$ cat config.mk
export PLATFORM = sky130hd
export DESIGN_NAME = isdu
export DESIGN_NICKNAME = d
export VERILOG_FILES = /design/src/rtl/lc3_pkg.sv /design/src/rtl/isdu_mem_timer.sv /design/src/rtl/isdu.sv
export SDC_FILE = /design/constraint.sdc
export NUM_CORES = 1
export LEC_CHECK = 0
export CORE_ASPECT_RATIO = 0.7
export CORE_MARGIN = 5
export CORE_UTILIZATION = 44
export DETAILED_ROUTE_END_ITERATION = 7
export PLACE_DENSITY = 0.77
export SLEW_MARGIN = 20
export SYNTH_ARGS = -nofsm -noshare
export SYNTH_HDL_FRONTEND = slang
export SYNTH_SLANG_ARGS = --single-unit
export TNS_END_PERCENT = 50
$ cat constraint.sdc
create_clock -name Clk -period 2.5 [get_ports Clk]
set_clock_uncertainty 0.2 [all_clocks]
set_input_delay 0.5 -clock Clk [delete_from_list [all_inputs] [get_ports Clk]]
set_output_delay 0.5 -clock Clk [all_outputs]
set_load 0.05 [all_outputs]
$ cat src/rtl/lc3_pkg.sv
// Shared LC-3 control encodings: FSM states, opcodes and datapath mux selects.
package lc3_pkg;

  typedef enum logic [4:0] {
    HALTED, S_18, S_33, S_35, S_32,
    S_01, S_05, S_09, S_00, S_22, S_12, S_04, S_21,
    S_06, S_07, S_25, S_27, S_23, S_16,
    P1, P2
  } state_t;

  localparam logic [3:0] OP_BR    = 4'b0000;
  localparam logic [3:0] OP_ADD   = 4'b0001;
  localparam logic [3:0] OP_JSR   = 4'b0100;
  localparam logic [3:0] OP_AND   = 4'b0101;
  localparam logic [3:0] OP_LDR   = 4'b0110;
  localparam logic [3:0] OP_STR   = 4'b0111;
  localparam logic [3:0] OP_NOT   = 4'b1001;
  localparam logic [3:0] OP_JMP   = 4'b1100;
  localparam logic [3:0] OP_PAUSE = 4'b1101;

  localparam logic [1:0] PC_PLUS1 = 2'b00;
  localparam logic [1:0] PC_BUS   = 2'b01;
  localparam logic [1:0] PC_ADDR  = 2'b10;

  localparam logic [1:0] A2_ZERO   = 2'b00;
  localparam logic [1:0] A2_SEXT5  = 2'b01;
  localparam logic [1:0] A2_SEXT8  = 2'b10;
  localparam logic [1:0] A2_SEXT10 = 2'b11;

  localparam logic [1:0] ALU_ADD   = 2'b00;
  localparam logic [1:0] ALU_AND   = 2'b01;
  localparam logic [1:0] ALU_NOT   = 2'b10;
  localparam logic [1:0] ALU_PASSA = 2'b11;

  // States that hold on the SRAM for MEM_WAIT cycles.
  function automatic logic is_mem_state(input state_t s);
    return (s == S_33) || (s == S_25) || (s == S_16);
  endfunction

endpackage

$ cat src/rtl/isdu_mem_timer.sv
// SRAM access timer: counts cycles spent in a memory state, flags the last one.
module isdu_mem_timer #(
  parameter int MEM_WAIT = 2
) (
  input  logic clk,
  input  logic rst,
  input  logic start,
  input  logic en,
  output logic done
);

  localparam int CW = (MEM_WAIT > 1) ? $clog2(MEM_WAIT) : 1;

  logic [CW-1:0] wait_cnt;

  always_ff @(posedge clk or posedge rst) begin
    if (rst)                wait_cnt <= '0;
    else if (start)         wait_cnt <= '0;
    else if (en && !done)   wait_cnt <= wait_cnt + CW'(1);
  end

  assign done = (wait_cnt == CW'(MEM_WAIT - 1));

endmodule

$ cat src/rtl/isdu.sv
// LC-3 control FSM: sequences fetch/decode/execute and drives all datapath
// loads, bus gates, mux selects and SRAM strobes as a Moore decode of state.
module isdu
  import lc3_pkg::*;
#(
  parameter int MEM_WAIT = 2
) (
  input  logic       Clk,
  input  logic       Reset,
  input  logic       Run,
  input  logic       Continue,
  input  logic [3:0] Opcode,
  input  logic       IR_5,
  input  logic       BEN,
  output logic       LD_MAR,
  output logic       LD_MDR,
  output logic       LD_IR,
  output logic       LD_BEN,
  output logic       LD_CC,
  output logic       LD_REG,
  output logic       LD_PC,
  output logic       LD_LED,
  output logic       GatePC,
  output logic       GateMDR,
  output logic       GateALU,
  output logic       GateMARMUX,
  output logic [1:0] PCMUX,
  output logic       DRMUX,
  output logic       SR1MUX,
  output logic       SR2MUX,
  output logic       ADDR1MUX,
  output logic [1:0] ADDR2MUX,
  output logic [1:0] ALUK,
  output logic       MIO_EN,
  output logic       Mem_OE,
  output logic       Mem_WE
);

  state_t state, next_state;
  logic   mem_done, mem_start;

  // Timer restarts on every entry into a memory state; memory states are never adjacent.
  assign mem_start = is_mem_state(next_state) && !is_mem_state(state);

  isdu_mem_timer #(.MEM_WAIT(MEM_WAIT)) u_timer (
    .clk   (Clk),
    .rst   (Reset),
    .start (mem_start),
    .en    (is_mem_state(state)),
    .done  (mem_done)
  );

  always_ff @(posedge Clk or posedge Reset) begin
    if (Reset) state <= HALTED;
    else       state <= next_state;
  end

  always_comb begin
    next_state = state;
    unique case (state)
      HALTED: if (Run) next_state = S_18;
      S_18:   next_state = S_33;
      S_33:   if (mem_done) next_state = S_35;
      S_35:   next_state = S_32;
      S_32: begin
        case (Opcode)
          OP_ADD:   next_state = S_01;
          OP_AND:   next_state = S_05;
          OP_NOT:   next_state = S_09;
          OP_BR:    next_state = S_00;
          OP_JMP:   next_state = S_12;
          OP_JSR:   next_state = S_04;
          OP_LDR:   next_state = S_06;
          OP_STR:   next_state = S_07;
          OP_PAUSE: next_state = P1;
          default:  next_state = S_18;
        endcase
      end
      S_01, S_05, S_09: next_state = S_18;
      S_00:   next_state = BEN ? S_22 : S_18;
      S_22, S_12, S_21, S_27: next_state = S_18;
      S_04:   next_state = S_21;
      S_06:   next_state = S_25;
      S_07:   next_state = S_23;
      S_25:   if (mem_done) next_state = S_27;
      S_23:   next_state = S_16;
      S_16:   if (mem_done) next_state = S_18;
      P1:     if (Continue) next_state = P2;
      P2:     if (!Continue) next_state = S_18;
      default: next_state = HALTED;
    endcase
  end

  always_comb begin
    LD_MAR = 1'b0; LD_MDR = 1'b0; LD_IR = 1'b0; LD_BEN = 1'b0;
    LD_CC = 1'b0; LD_REG = 1'b0; LD_PC = 1'b0; LD_LED = 1'b0;
    GatePC = 1'b0; GateMDR = 1'b0; GateALU = 1'b0; GateMARMUX = 1'b0;
    PCMUX = PC_PLUS1; DRMUX = 1'b0; SR1MUX = 1'b0; SR2MUX = 1'b0;
    ADDR1MUX = 1'b0; ADDR2MUX = A2_ZERO; ALUK = ALU_ADD;
    MIO_EN = 1'b0; Mem_OE = 1'b1; Mem_WE = 1'b1;
    unique case (state)
      S_18: begin GatePC = 1'b1; LD_MAR = 1'b1; LD_PC = 1'b1; PCMUX = PC_PLUS1; end
      S_33, S_25: begin
        Mem_OE = 1'b0; MIO_EN = 1'b1; LD_MDR = mem_done;
      end
      S_35: begin GateMDR = 1'b1; LD_IR = 1'b1; end
      S_32: LD_BEN = 1'b1;
      S_01, S_05, S_09: begin
        SR1MUX = 1'b1; GateALU = 1'b1; LD_REG = 1'b1; LD_CC = 1'b1;
        ALUK = (state == S_01) ? ALU_ADD : (state == S_05) ? ALU_AND : ALU_NOT;
        // Immediate vs register operand only matters for ADD/AND.
        SR2MUX = (state == S_09) ? 1'b0 : IR_5;
      end
      S_22: begin PCMUX = PC_ADDR; ADDR2MUX = A2_SEXT8; LD_PC = 1'b1; end
      S_12: begin
        SR1MUX = 1'b1; ADDR1MUX = 1'b1; ADDR2MUX = A2_ZERO; PCMUX = PC_ADDR; LD_PC = 1'b1;
      end
      S_04: begin GatePC = 1'b1; DRMUX = 1'b1; LD_REG = 1'b1; end
      S_21: begin PCMUX = PC_ADDR; ADDR2MUX = A2_SEXT10; LD_PC = 1'b1; end
      S_06, S_07: begin
        SR1MUX = 1'b1; ADDR1MUX = 1'b1; ADDR2MUX = A2_SEXT5; GateMARMUX = 1'b1; LD_MAR = 1'b1;
      end
      S_27: begin GateMDR = 1'b1; LD_REG = 1'b1; LD_CC = 1'b1; end
      S_23: begin ALUK = ALU_PASSA; GateALU = 1'b1; LD_MDR = 1'b1; end
      S_16: Mem_WE = 1'b0;
      P1:   LD_LED = 1'b1;
      default: ;
    endcase
  end

endmodule

# Word level (Yosys, flattened, before mapping)
# Memory sizes are Yosys's and may differ from the RTL's.
# Cells that the tools add are included.
op_classes:
  add_sub_neg: 1
  eq_ne: 23
  mux: 35
  reduce_logical: 24
op_table:
  columns: ["op", "n"]
  rows:
  - ["$pmux W5 S15", 1]
  - ["$eq A5 B4 Y1 const B", 9]
  - ["$eq A5 B5 Y1 const B", 6]
  - ["$mux W5", 6]
  - ["$mux W1", 21]
  - ["$eq A5 B3 Y1 const B", 4]
  - ["$eq A5 B2 Y1 const B", 3]
  - ["$reduce_or A3 Y1", 4]
  - ["$reduce_or A4 Y1", 3]
  - ["$reduce_or A2 Y1", 4]
  - ["$reduce_or A7 Y1", 1]
  - ["$mux W2", 3]
  - ["$pmux W2 S3", 1]
  - ["$reduce_or A6 Y1", 1]
  - ["$eq A5 B1 Y1 const B", 1]
  - ["$logic_not A5 Y1", 1]
  - ["$reduce_or A5 Y1", 1]
  - ["$logic_or A1 B1 Y1", 4]
  - ["$mux W4", 1]
  - ["$pmux W2 S2", 1]
  - ["$logic_and A1 B1 Y1", 2]
  - ["$logic_not A1 Y1", 2]
  - ["$pmux W1 S2", 1]
  - ["$reduce_bool A2 Y1", 1]
  - ["$add A1 B1 Y1 const B", 1]
totals:
  register_bits: 6
  rom_bits: 80
  input_bits: 10
  out_inout_bits: 25
  mem_count: 1
mem_list:
  columns: ["memory", "depth", "width", "read_ports", "rd_ports_with_merged_regs", "wr", "line_no", "rtl"]
  rows:
  - ["(name not given)", 16, 5, 1, 0, 0, "isdu.sv:66", "case (Opcode)"]

# Depth between registers and ports, before layout
depth:
  depth_word: 8
  ltp_mapped: 8
  mapped_depth_nobuf: 6

# Cells and area by module
# From an unflattened synthesis, not the netlist that was laid out.
hier_totals:
  cells_unflattened: 151
  area_unflattened_um2: 1024.7
modules_own_cells:
  columns: ["module", "n_inst", "cells_each", "area_per_inst_um2"]
  rows:
  - ["isdu", 1, 148, 985.9]
  - ["isdu_mem_timer", 1, 3, 38.8]

# Worst setup path after synthesis
# No wires, ideal clock.
synth_path:
  path_type: "flip-flop to output port"
  from: "register state[1]"
  to: "output port SR2MUX"
  arrival_ns: 2.545
  setup_slack_ns: -0.745
  path_stages_with_launch: 5
  path_cell_list: "dfrtp_1 -> buf_2 -> buf_1 -> xnor2_1 -> nor4bb_1"
synth_between:
  elab_chain_len: 3
synth_lines:
  columns: ["item", "line_no", "rtl"]
  rows:
  - ["start, declared", "isdu.sv:39", "state_t state, next_state;"]
  - ["start signal, assigned", "isdu.sv:55", "else state <= next_state;"]
  - ["$eq A5 B3 Y1, on equally long branches", "isdu.sv:101, isdu.sv:112", null]
  - ["$reduce_or A3 Y1 or $mux W1 (tied branches)", null, null]
  - ["$mux W1 *", "isdu.sv:101", "unique case (state)"]
  - ["end, declared", "isdu.sv:30", "output logic SR2MUX,"]
# Every way passes the cells marked *; elsewhere a longest branch is shown, timed or not.

# Worst setup path in the final report
layout_path:
  from: "register state[1]"
  to: "output port GateALU"
layout_between:
  elab_chain_len: 3
layout_lines:
  columns: ["item", "line_no", "rtl"]
  rows:
  - ["$eq A5 B3 Y1 or $eq A5 B5 Y1 (tied branches)", "isdu.sv:101", null]
  - ["$reduce_or A4 Y1 (no line) *", null, null]
  - ["$mux W1 *", "isdu.sv:101", null]
  - ["end, declared", "isdu.sv:25", "output logic GateALU,"]
# Marks and branches as above.

==> impl_metrics.yaml <==
detailed_routing:
  drc_errors: 0
  routed_wl_mm: 4.37
  drtAntennaViolNets: 0
  viasPerCell: 6.79
  num_vias: 1426
  routedWlPerCell_microns: 20.8
  drtIter0Drc: 278
  dr.pass1.iters: 5
synth:
  synth.largest_area_cell: "dfrtp_1"
  synth_compound_area_frac: 0.284
  synth-main-ff-cell: "dfrtp_1"
  synth_cell_type_count: 48
  synth.top_cell.area_share: 0.162
  yosysWarnings: 0
  synth_cells: 138
  ys_ff_latch: 6
  synth_commonest_cells: "a21oi_1 (13), o21ai_0 (13), nand2_1 (12)"
  syn_avg_cell_area_sq_um: 6.73
  synthAdderAreaFrac: 0
  yosys-top-cells-area: "dfrtp_1 (16%), a21oi_1 (7.0%), o21ai_0 (7.0%), nor2b_1 (5.4%), nand2_1 (4.9%)"
  synthArstFlopShare: 1.00
  synth_nets: 148
  synth_top_family_by_area: "simple AND/OR/NAND/NOR gates"
  synth-simple-area-share: 0.406
  syn_area_sq_um: 928
  synth.area.mux_share: 0.0323
  ys_seq_area_frac: 0.162
  synth_edf_count: 0
  synth_xor_area_frac: 0.0283
placement:
  post-dp-hpwl_mm: 2.80
  io_buffers: 33
  place_congestion: 0.939
  dpl-instance-area_sq_mm: 0.00167
power:
  pwr_density_cell_mw_per_mm2: 1370
  p_sw_frac: 0.532
  clkPwrFrac: 0.044
  switchingPower_mw: 1.29
  seqPwrFrac: 0.086
  p_leak_nw: 0.741
  ir_drop_mv: 0.933
  p_comb_frac: 0.869
  p_int_mw: 1.13
setup_path:
  arrival_ps: 1840
  cp-start-kind: "flip-flop"
  crit_buf_inv: 2
  rr_endpoint: "u_timer.done$_DFFE_PP0P_"
  r2r_cells: 8
  max_stage_delay_ps: 440
  cp_data_required_time_ps: 1800
  path_class: "flip-flop to output port"
  crit_path_end: "GateALU"
  worst-path-stages: 5
  endpoint_kind: "output port"
  critPathTopFamily: "simple AND/OR/NAND/NOR gates"
  crit_path_max_fanout: 5
  critPathSlowestCell: "dfrtp_2"
  worstSetupStartpoint: "state[1]$_DFF_PP0_"
  r2r-start: "state[0]$_DFF_PP0_"
  r2r_slack_ps: 170
  path_cells: "buf_4, nor2b_1, nand2_1, a21oi_1, buf_12"
clock_tree:
  cts_buffers: 3
  clk_latency_ps: 280
  postCtsHoldBufs: 0
  clock_sinks: 6
  cts_tree: "yes"
  clk_pin_slew_ps: 60
  cts-root-buf: "clkbuf_4"
  cts_htree_levels: 1
  clk_path_buf_depth: 2
layout:
  areaGrowthSynthToFinish_pct: 90.6
  diodes: 0
  layout-drive-gt1-share: 0.420
  layout.nets: 200
  design_area_sq_mm: 0.00177
global_route:
  grt_pass1_wl_mm: 6.51
  antenna_found_initial: 0
  grt_overflow_total: 0
  grt_pass1_vias: 1360
  track_usage: 0.268
  grt_max_degree: 21
floorplanning:
  die_h_microns: 48.4
  rows: 13
  design.core.area_sq_mm: 0.00194
  ios: 35
  dieArea_sq_mm: 0.00314
  start_util: 0.480
  die_w_microns: 64.9
outcome:
  failed_checks: "setup timing"
  status: "finished, violations left"
sta:
  finalSetupViolCount: 2
  setup_ws_ps: -44.9
  period_share: 1.02
  tns_ps: -61.6
  finalHoldViolations: 0
  rsz0062_at_grt: "true"
  drv_slew: 0
  fmax_ghz: 0.393
  finalCriticalPeriod_ps: 2540
flow_run:
  cap_viol_max_count: 0
min_path:
  min-delay-path-class: "input port to async pin"
[through the flow]
step	utilization	total power, mW	hold WS, ps	setup slack [ps]	instances
floorplan	-	1.29	91.0	-227	138
global placement	0.864	2.05	454	-125	201
detailed placement	0.864	2.09	470	-208	201
CTS	0.900	2.27	243	15.9	209
global route	0.914	2.51	279	-35.9	210
finish	0.914	2.42	240	-44.9	210
[worst reg2reg max path, delay by kind of cell (launching register included)]
| family | cells | cell delay, ps |
|---|---|---|
| compound gates | 2 | 260 |
| buf+inv | 2 | 410 |
| flops | 1 | 460 |
| simple gates | 4 | 900 |
[logic make-up after synthesis]
| group | after synthesis |
|---|---|
| flip-flops | 6 |
| other | 1 |
| multiplexers | 3 |
| XOR/XNOR | 3 |
| AO/OA/AOI/OAI | 41 |
| AND/OR/NAND/NOR | 67 |
| buffers and inverters | 17 |
[cells in the final DEF, fill, tap and decap left out, drive strengths merged, types with 3 or more instances in the layout]
cell type	count
a21oi	13
and2	3
and3	3
buf	50
clkbuf	3
clkdlybuf4s50	9
dfrtp	6
inv	5
mux2i	3
nand2	12
nand2b	4
nand3	6
nor2	11
nor2b	8
nor3	6
o21ai	14
or2	4
[cell type report]
class	count	area [sq um]
multi-input combinational	115	779
timing repair buffer	59	766
fill	77	166
sequential	6	155
tap	22	27.5
clock buffer	3	22.5
inverter	5	18.8
[registers in the layout, summed over array words and instances (netlist names)]
signal / flops
state: 5
u_timer.done: 1
[worst min path at each step]
stage                             start                       end  slack, ps
2_1_floorplan                     Reset        state[0]$_DFF_PP0_         90
3_3_place_gp   u_timer.done$_DFFE_PP0P_        state[4]$_DFF_PP0_        450
3_5_place_dp   u_timer.done$_DFFE_PP0P_        state[4]$_DFF_PP0_        470
4_1_cts                           Reset  u_timer.done$_DFFE_PP0P_        240
5_1_grt                           Reset        state[1]$_DFF_PP0_        280
6_report                          Reset        state[1]$_DFF_PP0_        240
[layer usage]
| metal | GRT usage | part of all wire | vias to the layer above |
|---|---|---|---|
| met5 | 0 | 0 | - |
| met4 | 0.186 | 0.058 | 0 |
| met3 | 0.0668 | 0.12 | 38 |
| met2 | 0.423 | 0.45 | 144 |
| met1 | 0.317 | 0.37 | 645 |
| li1 | - | - | 599 |
[repair_timing]
| item | in CTS | in global routing |
|---|---|---|
| endpoints found under the setup margin | 5 | 6 |
| gates resized for setup | 5 | 7 |
| setup buffers | 5 | 1 |
| cloned | 0 | 0 |
[power groups by stage]
| stage | sequential [mW] | clock, mW | combinational (mW) |
|---|---|---|---|
| finish | 0.209 | 0.107 | 2.10 |
| global route | 0.208 | 0.112 | 2.19 |
| CTS | 0.194 | 0.102 | 1.97 |
| detailed placement | 0.214 | 0 | 1.88 |
| global placement | 0.216 | 0 | 1.84 |
| floorplan | 0.156 | 0 | 1.13 |
Power figures use the tool's default switching activity.
